[config.mk]
export PLATFORM = sky130hd
export DESIGN_NAME = pc_gen
export DESIGN_NICKNAME = d
export VERILOG_FILES = /design/src/rtl/pc_gen.sv
export SDC_FILE = /design/constraint.sdc
export NUM_CORES = 1
export LEC_CHECK = 0
export ABC_AREA = 0
export BUFFER_PORTS_ARGS = -buffer_cell sky130_fd_sc_hd__buf_2
export CAP_MARGIN = 20
export CORE_ASPECT_RATIO = 2
export CORE_MARGIN = 2
export CORE_UTILIZATION = 47
export CTS_CLUSTER_DIAMETER = 40
export DETAILED_ROUTE_END_ITERATION = 12
export PLACE_DENSITY = 0.79
export RECOVER_POWER = 100
export SLEW_MARGIN = 25
export SYNTH_ARGS = -nofsm -noshare
export SYNTH_HDL_FRONTEND = slang
export SYNTH_SLANG_ARGS = --single-unit
export TNS_END_PERCENT = 20
[constraint.sdc]
create_clock -name clk -period 4.7 [get_ports clk]
set_input_delay 0.94 -clock clk [delete_from_list [all_inputs] [get_ports clk]]
set_output_delay 0.94 -clock clk [all_outputs]
set_load 0.02 [all_outputs]
[src/rtl/pc_gen.sv]
// Program-counter generator: owns the PC register, selects the next PC, counts taken branches.
// Define PC_GEN_RAS_EN to build the circular return-address stack that flags mispredicted returns.
module pc_gen #(
    parameter int              XLEN      = 32,
    parameter logic [XLEN-1:0] RESET_VEC = XLEN'(32'h0000_3000),
    parameter int              RAS_DEPTH = 4,
    parameter int              CNT_W     = 32
) (
    input  logic             clk,
    input  logic             rst_n,
    input  logic             stall,
    input  logic [1:0]       npc_op,
    input  logic             is_jump,
    input  logic [25:0]      imm,
    input  logic [XLEN-1:0]  ra,
    input  logic             is_call,
    input  logic             is_ret,
    output logic [XLEN-1:0]  pc,
    output logic [XLEN-1:0]  pc4,
    output logic [XLEN-1:0]  npc,
    output logic [CNT_W-1:0] br_taken_cnt,
    output logic [XLEN-1:0]  ras_top,
    output logic             ras_miss
);

    localparam logic [1:0] OP_SEQ = 2'b00;
    localparam logic [1:0] OP_BR  = 2'b01;
    localparam logic [1:0] OP_JR  = 2'b10;
    localparam logic [1:0] OP_JA  = 2'b11;

    function automatic logic signed [XLEN-1:0] br_offset(input logic [15:0] off);
        logic signed [XLEN-1:0] ext;
        ext = {{(XLEN-16){off[15]}}, off};
        return ext <<< 2;
    endfunction

    logic signed [XLEN-1:0] offset;
    logic [XLEN-1:0]        br_target;
    logic [XLEN-1:0]        jump_target;
    logic                   br_taken;

    assign pc4         = pc + XLEN'(4);
    assign offset      = br_offset(imm[15:0]);
    assign br_target   = pc4 + $unsigned(offset);
    // Region bits come from pc4, so a jump placed at the top of a region crosses into the next one.
    assign jump_target = {pc4[XLEN-1:28], imm, 2'b00};
    assign br_taken    = (npc_op == OP_BR) && is_jump;

    always_comb begin
        npc = pc4;
        case (npc_op)
            OP_SEQ: npc = pc4;
            OP_BR:  npc = is_jump ? br_target : pc4;
            OP_JR:  npc = ra;
            OP_JA:  npc = jump_target;
            default: npc = pc4;
        endcase
    end

    always_ff @(posedge clk or negedge rst_n) begin
        if (!rst_n) begin
            pc           <= RESET_VEC;
            br_taken_cnt <= '0;
        end else if (!stall) begin
            pc <= npc;
            if (br_taken) br_taken_cnt <= br_taken_cnt + CNT_W'(1);
        end
    end

`ifdef PC_GEN_RAS_EN
    localparam int SP_W = (RAS_DEPTH > 1) ? $clog2(RAS_DEPTH) : 1;

    logic [XLEN-1:0] ras_mem [RAS_DEPTH];
    logic [SP_W-1:0] sp;
    logic [SP_W:0]   occ;
    logic            push;
    logic            pop;

    assign push = is_call && npc_op[1];
    assign pop  = is_ret && (npc_op == OP_JR);

    always_ff @(posedge clk or negedge rst_n) begin
        if (!rst_n) begin
            sp  <= '0;
            occ <= '0;
            for (int i = 0; i < RAS_DEPTH; i++) ras_mem[i] <= '0;
        end else if (!stall) begin
            // A return-then-call replaces the top in place; depth and pointer stay put.
            if (push && pop) begin
                ras_mem[sp] <= pc4;
            end else if (push) begin
                ras_mem[sp + SP_W'(1)] <= pc4;
                sp <= sp + SP_W'(1);
                if (occ != (SP_W+1)'(RAS_DEPTH)) occ <= occ + (SP_W+1)'(1);
            end else if (pop && (occ != '0)) begin
                sp  <= sp - SP_W'(1);
                occ <= occ - (SP_W+1)'(1);
            end
        end
    end

    assign ras_top  = (occ != '0) ? ras_mem[sp] : '0;
    assign ras_miss = pop && ((occ == '0) || (ras_top != ra));
`else
    logic unused_qual;
    assign unused_qual = ^{is_call, is_ret};
    assign ras_top     = '0;
    assign ras_miss    = 1'b0;
`endif

endmodule

==> run metrics, run 1 <==
status=finished with violations; violated checks=max-capacitance violations, max-slew violations, negative setup slack; Hold Buf Count CTS=0; I/O pin count=227; fill cell count=1,156; commonest non-fill, non-tap cell in the layout=buf_4; Syn Std Cell Area=0.00641 mm2; maximum buffer depth of the clock tree=2; Critical Path RT=3.76 ns; Placer Congestion=0.993; CP endpoint kind=output pin; main flop type after synthesis=dfrtp_1; DRT Pass-1 Iters=6; Chip Height=169 um; Final Hold Vio Count=0; Final Core Density=0.666; CTS clk-pin slew, worst paths=0.06 ns; multi-input logic area=0.00483 mm2; total gr overflow=0; register area share after synthesis=0.250; vias=7,393; Final Cycle Share=1.02; crit-path max FO=4; synthesis-stage register bit count=64; cell count after synthesis=781; f_max=208 MHz; CTS tree=done; Final WS setup=-0.103 ns; Critical Path AT=3.86 ns; yosys warns=0; gr usage total=0.334; Antenna Nets Post-Route=0; register area=0.00161 mm2; EDFF count, synth=0; Die ar.=0.0146 mm2; Max-Cap Viols=2; Peak VDD IR=0.270 mV; CTS H-tree lvls=3; CP Class=register to output pin; Port-buffer cells=191; initial antenna violation count=0; most frequent cells in the layout=132 x buf_4, 119 x buf_2, 76 x nand2_1; endpoints failing setup=5; DR DRC count=0; Worst slew margin=-0.435; Fin Hold WS=0.472 ns; Initial Util=0.480; largest net degree at the start of global routing=40; unrepaired setup endpoints after global routing=yes; Pwr Density=422 mW/mm2; Setup Skew=0.0106 ns; diode count=0; Final Critical Period=4.80 ns; total clock sinks=64; WL/cell=20.3 um; first-pass GRT wire length=37.6 mm; Clock Latency Late Sink=0.34 ns; CP Launch Type=register; max-slew violation count=67; hpwl dp=19.0 mm; worst slew pin tran=2.15 ns; P_leak=4.19 nW; Num CTS Buffers=9; DRT Wirelength=25.2 mm; Syn-to-layout area delta=38.9%; share of cells above drive strength 1=0.360; core area=0.0134 mm2; Avg Vias per Cell=5.96; HP Class=register to register; Initial DRC Count=558; Die X=86.6 um; Rows=60; vias in the first global route=7,397; ys async rst share=1.00; CTS root buffer=clkbuf_16; Syn Area/Cell=8.21 um2; Net count, final=1,182; Netlist cell types=84
-- registers in the layout, indices dropped and copies added (netlist names) --
| register | count |
|---|---|
| br_taken_cnt | 32 |
| pc | 32 |
-- cell type report --
class                      instances  area share
clock buffer                       9      0.0253
clock inverter                     7     0.00619
inverter                          25      0.0105
multi-input combinational        657       0.542
sequential                        64       0.181
tap                              155      0.0218
timing repair buffer             323       0.213
-- routing by layer --
| layer | vias up | track usage | wire [um] |
|---|---|---|---|
| met1 | 3504 | 0.342 | 8470 |
| met2 | 387 | 0.596 | 13200 |
| met3 | 122 | 0.0574 | 1610 |
| li1 | 3380 | - | - |
| met5 | - | 0 | 0 |
| met4 | 0 | 0.235 | 1870 |
-- synthesized netlist by cell type, types with 4 or more instances --
master,count,area (um2)
o21bai_1,9,67.6
buf_2,5,25.0
mux4_2,4,90.1
nand2_1,79,297
mux2i_1,11,110
a211o_1,5,43.8
clkbuf_1,24,90.1
a21oi_1,53,265
xnor2_1,45,394
and3_1,10,62.6
dfrtp_1,62,1550
a31oi_1,7,43.8
a211oi_1,9,67.6
or3_1,5,31.3
buf_4,36,270
xor2_1,25,219
a22oi_1,6,45.0
ha_1,35,438
inv_1,23,86.3
and2_1,7,43.8
a21o_1,16,120
nand4_1,20,125
o31ai_1,4,30.0
o21ai_0,38,190
nor3_1,23,115
o21a_1,7,52.6
o22ai_1,8,50.1
and4_1,6,52.6
nand3_1,29,145
mux2_2,20,225
nor2_1,71,267
-- metrics by stage --
stage                     setup TNS, ns  total power (W)  setup WS, ns  area (um2)  instances
after CTS                        -0.247          0.00360        -0.137        8650       1223
after global placement                0          0.00282        0.0320        8120       1196
final                            -0.308          0.00375        -0.103        8900       1240
after floorplan                 -0.0989          0.00205       -0.0410        6590        813
after detailed placement       -0.00891          0.00284      -0.00891        8120       1196
after global routing              -1.43          0.00395        -0.236        8900       1240
-- power breakdown --
| part | internal [W] | leakage (nW) | switching [W] |
|---|---|---|---|
| clock network | 0.000364 | 0.138 | 0.000302 |
| logic | 0.00101 | 3.25 | 0.00135 |
| registers | 0.000637 | 0.810 | 0.0000947 |
| total | 0.00201 | 4.19 | 0.00175 |
-- critical path, cell delays in order, from the launching register on --
cell and delay [ns]:
dfstp_2 0.57, and4_4 0.25, nand4_1 0.10, buf_6 0.16, nor3_4 0.22, xor2_2 0.17, ha_1 0.26, a21o_1 0.16
a21o_1 0.18, a21o_1 0.18, a41o_1 0.18, a21o_1 0.17, or3_4 0.39, a31o_1 0.19, a31o_1 0.21, buf_6 0.13
-- timing repair --
item | CTS | global route
setup buffers | 11 | 17
resized for setup | 41 | 48
pin swaps | 11 | 41
setup endpoints to repair | 16 | 17
-- final timing paths --
| check | startpoint | endpoint | slack, ns | cells past startpoint |
|---|---|---|---|---|
| worst max-delay path | pc[12] | npc[31] | -0.10 | 15 |
| worst min-delay path | br_taken_cnt[31] | br_taken_cnt[31] | 0.47 | 1 |
| worst max register to register | pc[12] | pc[31] | 1.11 | 15 |
| worst min register to register | br_taken_cnt[31] | br_taken_cnt[31] | 0.47 | 1 |
| max in group asynchronous | rst_n | pc[22] | 1.01 | 2 |
| min in group asynchronous | rst_n | br_taken_cnt[5] | 1.22 | 1 |
-- logic make-up after synthesis --
| group | synth area share |
|---|---|
| other | 0.000585 |
| adder cells (fa/ha/maj) | 0.0715 |
| multiplexers | 0.0711 |
| AO/OA/AOI/OAI | 0.222 |
| XOR/XNOR | 0.0982 |
| buffers and inverters | 0.0761 |
| flip-flops | 0.250 |
| AND/OR/NAND/NOR | 0.210 |
No activity file was read; power rests on OpenSTA's default activity.
==> inputs of run 2 (changes only) <==
--- a/config.mk
+++ b/config.mk
@@ -6,14 +6,16 @@
 export NUM_CORES = 1
 export LEC_CHECK = 0
 export ABC_AREA = 0
-export BUFFER_PORTS_ARGS = -buffer_cell sky130_fd_sc_hd__buf_2
+export BUFFER_PORTS_ARGS = -buffer_cell sky130_fd_sc_hd__clkbuf_2
 export CAP_MARGIN = 20
+export CELL_PAD_IN_SITES_DETAIL_PLACEMENT = 1
+export CELL_PAD_IN_SITES_GLOBAL_PLACEMENT = 1
 export CORE_ASPECT_RATIO = 2
 export CORE_MARGIN = 2
-export CORE_UTILIZATION = 47
+export CORE_UTILIZATION = 33
 export CTS_CLUSTER_DIAMETER = 40
 export DETAILED_ROUTE_END_ITERATION = 12
-export PLACE_DENSITY = 0.79
+export PLACE_DENSITY_LB_ADDON = 0.1
 export RECOVER_POWER = 100
 export SLEW_MARGIN = 25
 export SYNTH_ARGS = -nofsm -noshare
==> run 2 against run 1 <==
  * The flow still finishes with violations (max-capacitance violations, max-slew violations, negative setup slack)
  * First-iteration DRC count decreased by 66%
  * Sequential cell count unchanged
  * Power up 5.2%
  * Utilization fell by 17 points
  * Routed wire length rose by 18%
  * Register-to-register slack worse by 0.14 ns
  * Clock-buffer cell count increased by 2
  * Clock skew shrank 0.0036 ns
  * Cell count is 10% higher
  * Combinational power grew 6%
==> run metrics, run 2 (synthesis results as in run 1) <==
status=finished with violations; violated checks=max-capacitance violations, max-slew violations, negative setup slack; CP Class=register to output pin; hpwl dp=23.9 mm; Setup Skew=0.00699 ns; DRT Wirelength=29.7 mm; Pint=0.00215 W; worst reg2reg startpoint=pc[3]; Sequential Power Share=0.185; endpoints failing setup=12; CTS root buffer=clkbuf_16; Worst slew margin=-0.0444; I/O pin count=227; max-slew violation count=55; Critical Path AT=3.93 ns; Die X=103 um; Clock Power Share=0.178; total gr overflow=0; CTS clk-pin slew, worst paths=0.06 ns; gr usage total=0.292; DRT Pass-1 Iters=4; P_sw=0.00180 W; sw frac=0.456; unrepaired setup endpoints after global routing=yes; crit-path max FO=3; Rows=72; maximum buffer depth of the clock tree=2; CP Launch Type=register; multi-input logic area=0.00500 mm2; Syn-to-layout area delta=47.3%; Largest regs=br_taken_cnt (32), pc (32); Final Core Density=0.492; Chip Height=201 um; Initial Util=0.334; Die ar.=0.0206 mm2; total chip power=0.00395 W; Final WS setup=-0.168 ns; largest net degree at the start of global routing=29; Placer Congestion=0.947; fill cell count=2,414; vias=7,412; Logic pwr share=0.636; CP endpoint kind=output pin; Antenna Nets Post-Route=0; Initial DRC Count=187; Avg Vias per Cell=5.41; WL/cell=21.7 um; placed insts=1,332; Worst path max stage delay=0.57 ns; first-pass GRT wire length=44.9 mm; total clock sinks=64; crit path launch=pc[12]; most frequent cells in the layout=155 x buf_4, 116 x clkbuf_2, 76 x nand2_1; Max-Cap Viols=2; vias in the first global route=8,087; Net count, final=1,205; Num CTS Buffers=9; Fin Hold WS=0.472 ns; Clock Latency Late Sink=0.34 ns; CTS tree=done; Peak VDD IR=0.245 mV; commonest non-fill, non-tap cell in the layout=buf_4; f_max=205 MHz; Crit-path slowest cell=dfstp_2; Final Critical Period=4.87 ns; share of cells above drive strength 1=0.398; CP most frequent cell=a21o_1; Critical Path RT=3.76 ns; P_leak=4.38 nW; hold path start=br_taken_cnt[31]; register area=0.00161 mm2; initial antenna violation count=2; Final Hold Vio Count=0; CTS H-tree lvls=3; post-route cell area=0.00944 mm2; Port-buffer cells=191; final cell count without fillers=1,369; core area=0.0192 mm2; Final Cycle Share=1.04; DR DRC count=0; Pwr Density=418 mW/mm2; HP Class=register to register; placed cell areas=0.00850 mm2; worst-path cell chain=and4_4 > nand4_1 > buf_6 > buf_12 > nor3_4 > xor2_2 > ha_1 > a21o_1 > a21o_1 > a21o_1 > a41o_1 > a21o_1 > or3_4 > buf_4 > nand4_1 > a31o_1 > clkbuf_8; worst slew pin tran=1.57 ns
run 2: cell types whose count changed in the layout (fill, tap and decap cells not counted), moves of 5 or more:
cell / change
buf_2: -116
clkbuf_2: +116
buf_4: +23
a21oi_1: -7
a21oi_2: +7
ha_4: +6
o21ai_0: -6
ha_1: -5
run 2: worst paths after layout:
path	cells past startpoint	slack, ns	to
worst max-delay path	17	-0.17	npc[31]
worst max register to register	15	0.97	pc[11]
worst min register to register	1	0.47	br_taken_cnt[31]
worst min-delay path	1	0.47	br_taken_cnt[31]
max in group asynchronous	2	1.52	pc[8]
min in group asynchronous	1	0.98	br_taken_cnt[11]
run 2: cell type report:
type,count,area share
antenna,2,0.000530
multi-input combinational,657,0.530
sequential,64,0.171
clock buffer,11,0.0257
inverter,25,0.00994
tap,259,0.0343
timing repair buffer,346,0.223
clock inverter,5,0.00596
run 2: critical path: cells and delay by family (launching register included):
family                   cells  cell delay [ns]
buffers and inverters        4             0.58
adder cells (fa/ha/maj)      1             0.27
AND/OR/NAND/NOR              5             0.93
AO/OA/AOI/OAI                6             1.05
XOR/XNOR                     1             0.17
flip-flops                   1             0.57
run 2: power groups by stage:
stage / logic, W / clock network (W) / registers, W
after global routing: 0.00271 / 0.000736 / 0.000742
after floorplan: 0.00120 / 0 / 0.000848
after global placement: 0.00223 / 0 / 0.000731
final: 0.00251 / 0.000704 / 0.000733
after CTS: 0.00240 / 0.000722 / 0.000731
after detailed placement: 0.00226 / 0 / 0.000737
run 2: per-layer routing:
layer  share of wire  track usage  up-vias  routed length [um]
li1                -            -     3420                   -
met1            0.32        0.269     3656                9410
met2            0.57        0.556      244               17000
met3           0.043       0.0494       92                1280
met4           0.069        0.191        0                2040
met5               0            0        -                   0
run 2: metrics by stage:
step / setup TNS [ns] / setup WS, ns
after floorplan: -0.0989 / -0.0410
after detailed placement: -0.542 / -0.222
after global placement: -0.275 / -0.197
after CTS: -1.01 / -0.201
final: -0.932 / -0.168
after global routing: -3.27 / -0.304
run 2: repair_timing:
| action | 4_1_cts | 5_1_grt |
|---|---|---|
| pin swaps | 27 | 24 |
| setup buffers | 7 | 12 |
| endpoints found under the setup margin | 19 | 19 |
| hold buffers | 0 | 0 |
| gates resized for setup | 75 | 59 |
| hold endpoints to repair | 0 | 0 |
==> inputs of run 3 (changes only) <==
--- a/config.mk
+++ b/config.mk
@@ -17,6 +17,7 @@
 export DETAILED_ROUTE_END_ITERATION = 12
 export PLACE_DENSITY_LB_ADDON = 0.1
 export RECOVER_POWER = 100
+export SKIP_LAST_GASP = 1
 export SLEW_MARGIN = 25
 export SYNTH_ARGS = -nofsm -noshare
 export SYNTH_HDL_FRONTEND = slang
==> run 3 against run 2 <==
  * The run still ends with max-capacitance violations, max-slew violations, negative setup slack left
  * Cell count up 0.37%
  * Global-route usage down 0.40 points
  * Clock-buffer cell count unchanged
  * Cell area down 0.23%
  * Non-clock buffer count up 5
  * First-iteration DRC count down 2.7%
  * Die area unchanged
  * Register-to-register slack better by 0.05 ns
  * Sequential cell count unchanged
  * Clock power about the same
  * Largest power group unchanged
  * Highest routed layer unchanged
==> run metrics, run 3 (synthesis results as in run 1) <==
buffer and inverter count on the worst path=4; Syn-to-layout area delta=47.0%; f_max=206 MHz; Placement Setup Slack=-0.222 ns; Num CTS Buffers=9; Initial Util=0.334; Final Critical Period=4.86 ns; Worst path max stage delay=0.57 ns; Net count, final=1,210; share of cells above drive strength 1=0.392; P_leak=4.39 nW; CTS H-tree lvls=3; Clock Latency Late Sink=0.34 ns; Max-Cap Viols=2; Post-Route M1 WL=9.61 mm; unrepaired setup endpoints after global routing=yes; Die ar.=0.0206 mm2; Peak VDD IR=0.247 mV; metal2 WL=17.1 mm; Chip Height=201 um; core area=0.0192 mm2; Setup Skew=0.00941 ns; status=finished with violations; max-slew violation count=55; Antenna Nets Post-Route=0; most frequent cells in the layout=157 x buf_4, 122 x clkbuf_2, 76 x nand2_1; gr usage total=0.288; hpwl dp=23.9 mm; first-pass GRT wire length=44.2 mm; largest net degree at the start of global routing=29; Worst slew margin=-0.0386; DR DRC count=0; Avg Vias per Cell=5.39; worst slew pin tran=1.56 ns; CP delay by family, top=compound AO/OA/AOI/OAI gates; vias=7,405; Largest regs=br_taken_cnt (32), pc (32); WL/cell=21.7 um; I/O pin count=227; CP Class=register to output pin; worst reg2reg startpoint=pc[3]; crit-path max FO=3; violated checks=max-capacitance violations, max-slew violations, negative setup slack; HP Class=register to register; DRT Pass-1 Iters=4; CP endpoint kind=output pin; Final Hold Vio Count=0; endpoints failing setup=12; initial antenna violation count=2; Final Cycle Share=1.04; Port-buffer cells=191; total clock sinks=64; Fin Hold WS=0.472 ns; CTS tree=done; crit path launch=pc[12]; CTS root buffer=clkbuf_16; DRT Wirelength=29.8 mm; CTS clk-pin slew, worst paths=0.06 ns; Final Core Density=0.491; Rows=72; placed cell areas=0.00850 mm2; post-route cell area=0.00942 mm2; Pwr Density=419 mW/mm2; Die X=103 um; worst-path cell chain=and4_4 > nand4_1 > buf_6 > buf_12 > nor3_4 > xor2_2 > ha_1 > a21o_1 > a21o_1 > a21o_1 > a41o_1 > a21o_1 > or3_4 > buf_4 > nand4_1 > a31o_1 > clkbuf_8; vias in the first global route=8,019; commonest non-fill, non-tap cell in the layout=buf_4; maximum buffer depth of the clock tree=2; met3 routed WL=1.12 mm; CP most frequent cell=a21o_1; Initial DRC Count=182; total gr overflow=0; Critical Path AT=3.92 ns; Placer Congestion=0.947; CP Launch Type=register; Hold Buf Count CTS=0; Crit-path slowest cell=dfstp_2; top sig layer=met4; hold path start=br_taken_cnt[31]; fill cell count=2,430; Critical Path RT=3.76 ns; Final WS setup=-0.165 ns
-- run 3: cell types whose count changed in the layout (fill, tap and decap cells not counted), sizes merged --
cell and change:
clkbuf +4, buf +1
-- run 3: cell type report --
type	instances	area (um2)	area share
Clock buffer	11	243	0.0258
Tap cell	259	324	0.0344
Clock inverter	5	56.3	0.00598
Inverter	25	93.8	0.00996
Antenna cell	2	5.00	0.000531
Timing Repair Buffer	351	2120	0.225
Sequential cell	64	1610	0.171
Multi-Input combinational cell	657	4970	0.527
-- run 3: where the power goes --
group | total, W | internal [W] | switching [W]
Sequential | 0.000732 | 0.000637 | 0.0000951
Combinational | 0.00251 | 0.00108 | 0.00142
Clock | 0.000705 | 0.000425 | 0.000281
-- run 3: through the flow --
| stage | cells | power [W] | setup TNS, ns |
|---|---|---|---|
| 5_1_grt | 1374 | 0.00417 | -3.74 |
| 3_5_place_dp | 1332 | 0.00300 | -0.542 |
| 2_1_floorplan | 813 | 0.00205 | -0.0989 |
| 3_3_place_gp | 1332 | 0.00297 | -0.275 |
| 4_1_cts | 1355 | 0.00381 | -2.36 |
| 6_report | 1374 | 0.00394 | -0.864 |
-- run 3: per-layer routing --
layer	track usage	up-vias
li1	-	3424
met1	0.260	3669
met2	0.560	224
met3	0.0498	88
met4	0.175	0
met5	0	-
-- run 3: repair_timing --
item	4_1_cts	5_1_grt
setup endpoints to repair	19	19
buffers inserted	7	17
pin swaps	20	28
resized for setup	47	67
gates cloned	0	0
-- run 3: worst paths after layout --
kind	slack, ns	endpoint	cells after the start
worst min register to register	0.47	br_taken_cnt[31]	1
worst max-delay path	-0.16	npc[31]	17
max in group asynchronous	1.52	pc[9]	2
min in group asynchronous	0.98	br_taken_cnt[11]	1
worst max register to register	1.02	pc[11]	15
worst min-delay path	0.47	br_taken_cnt[31]	1
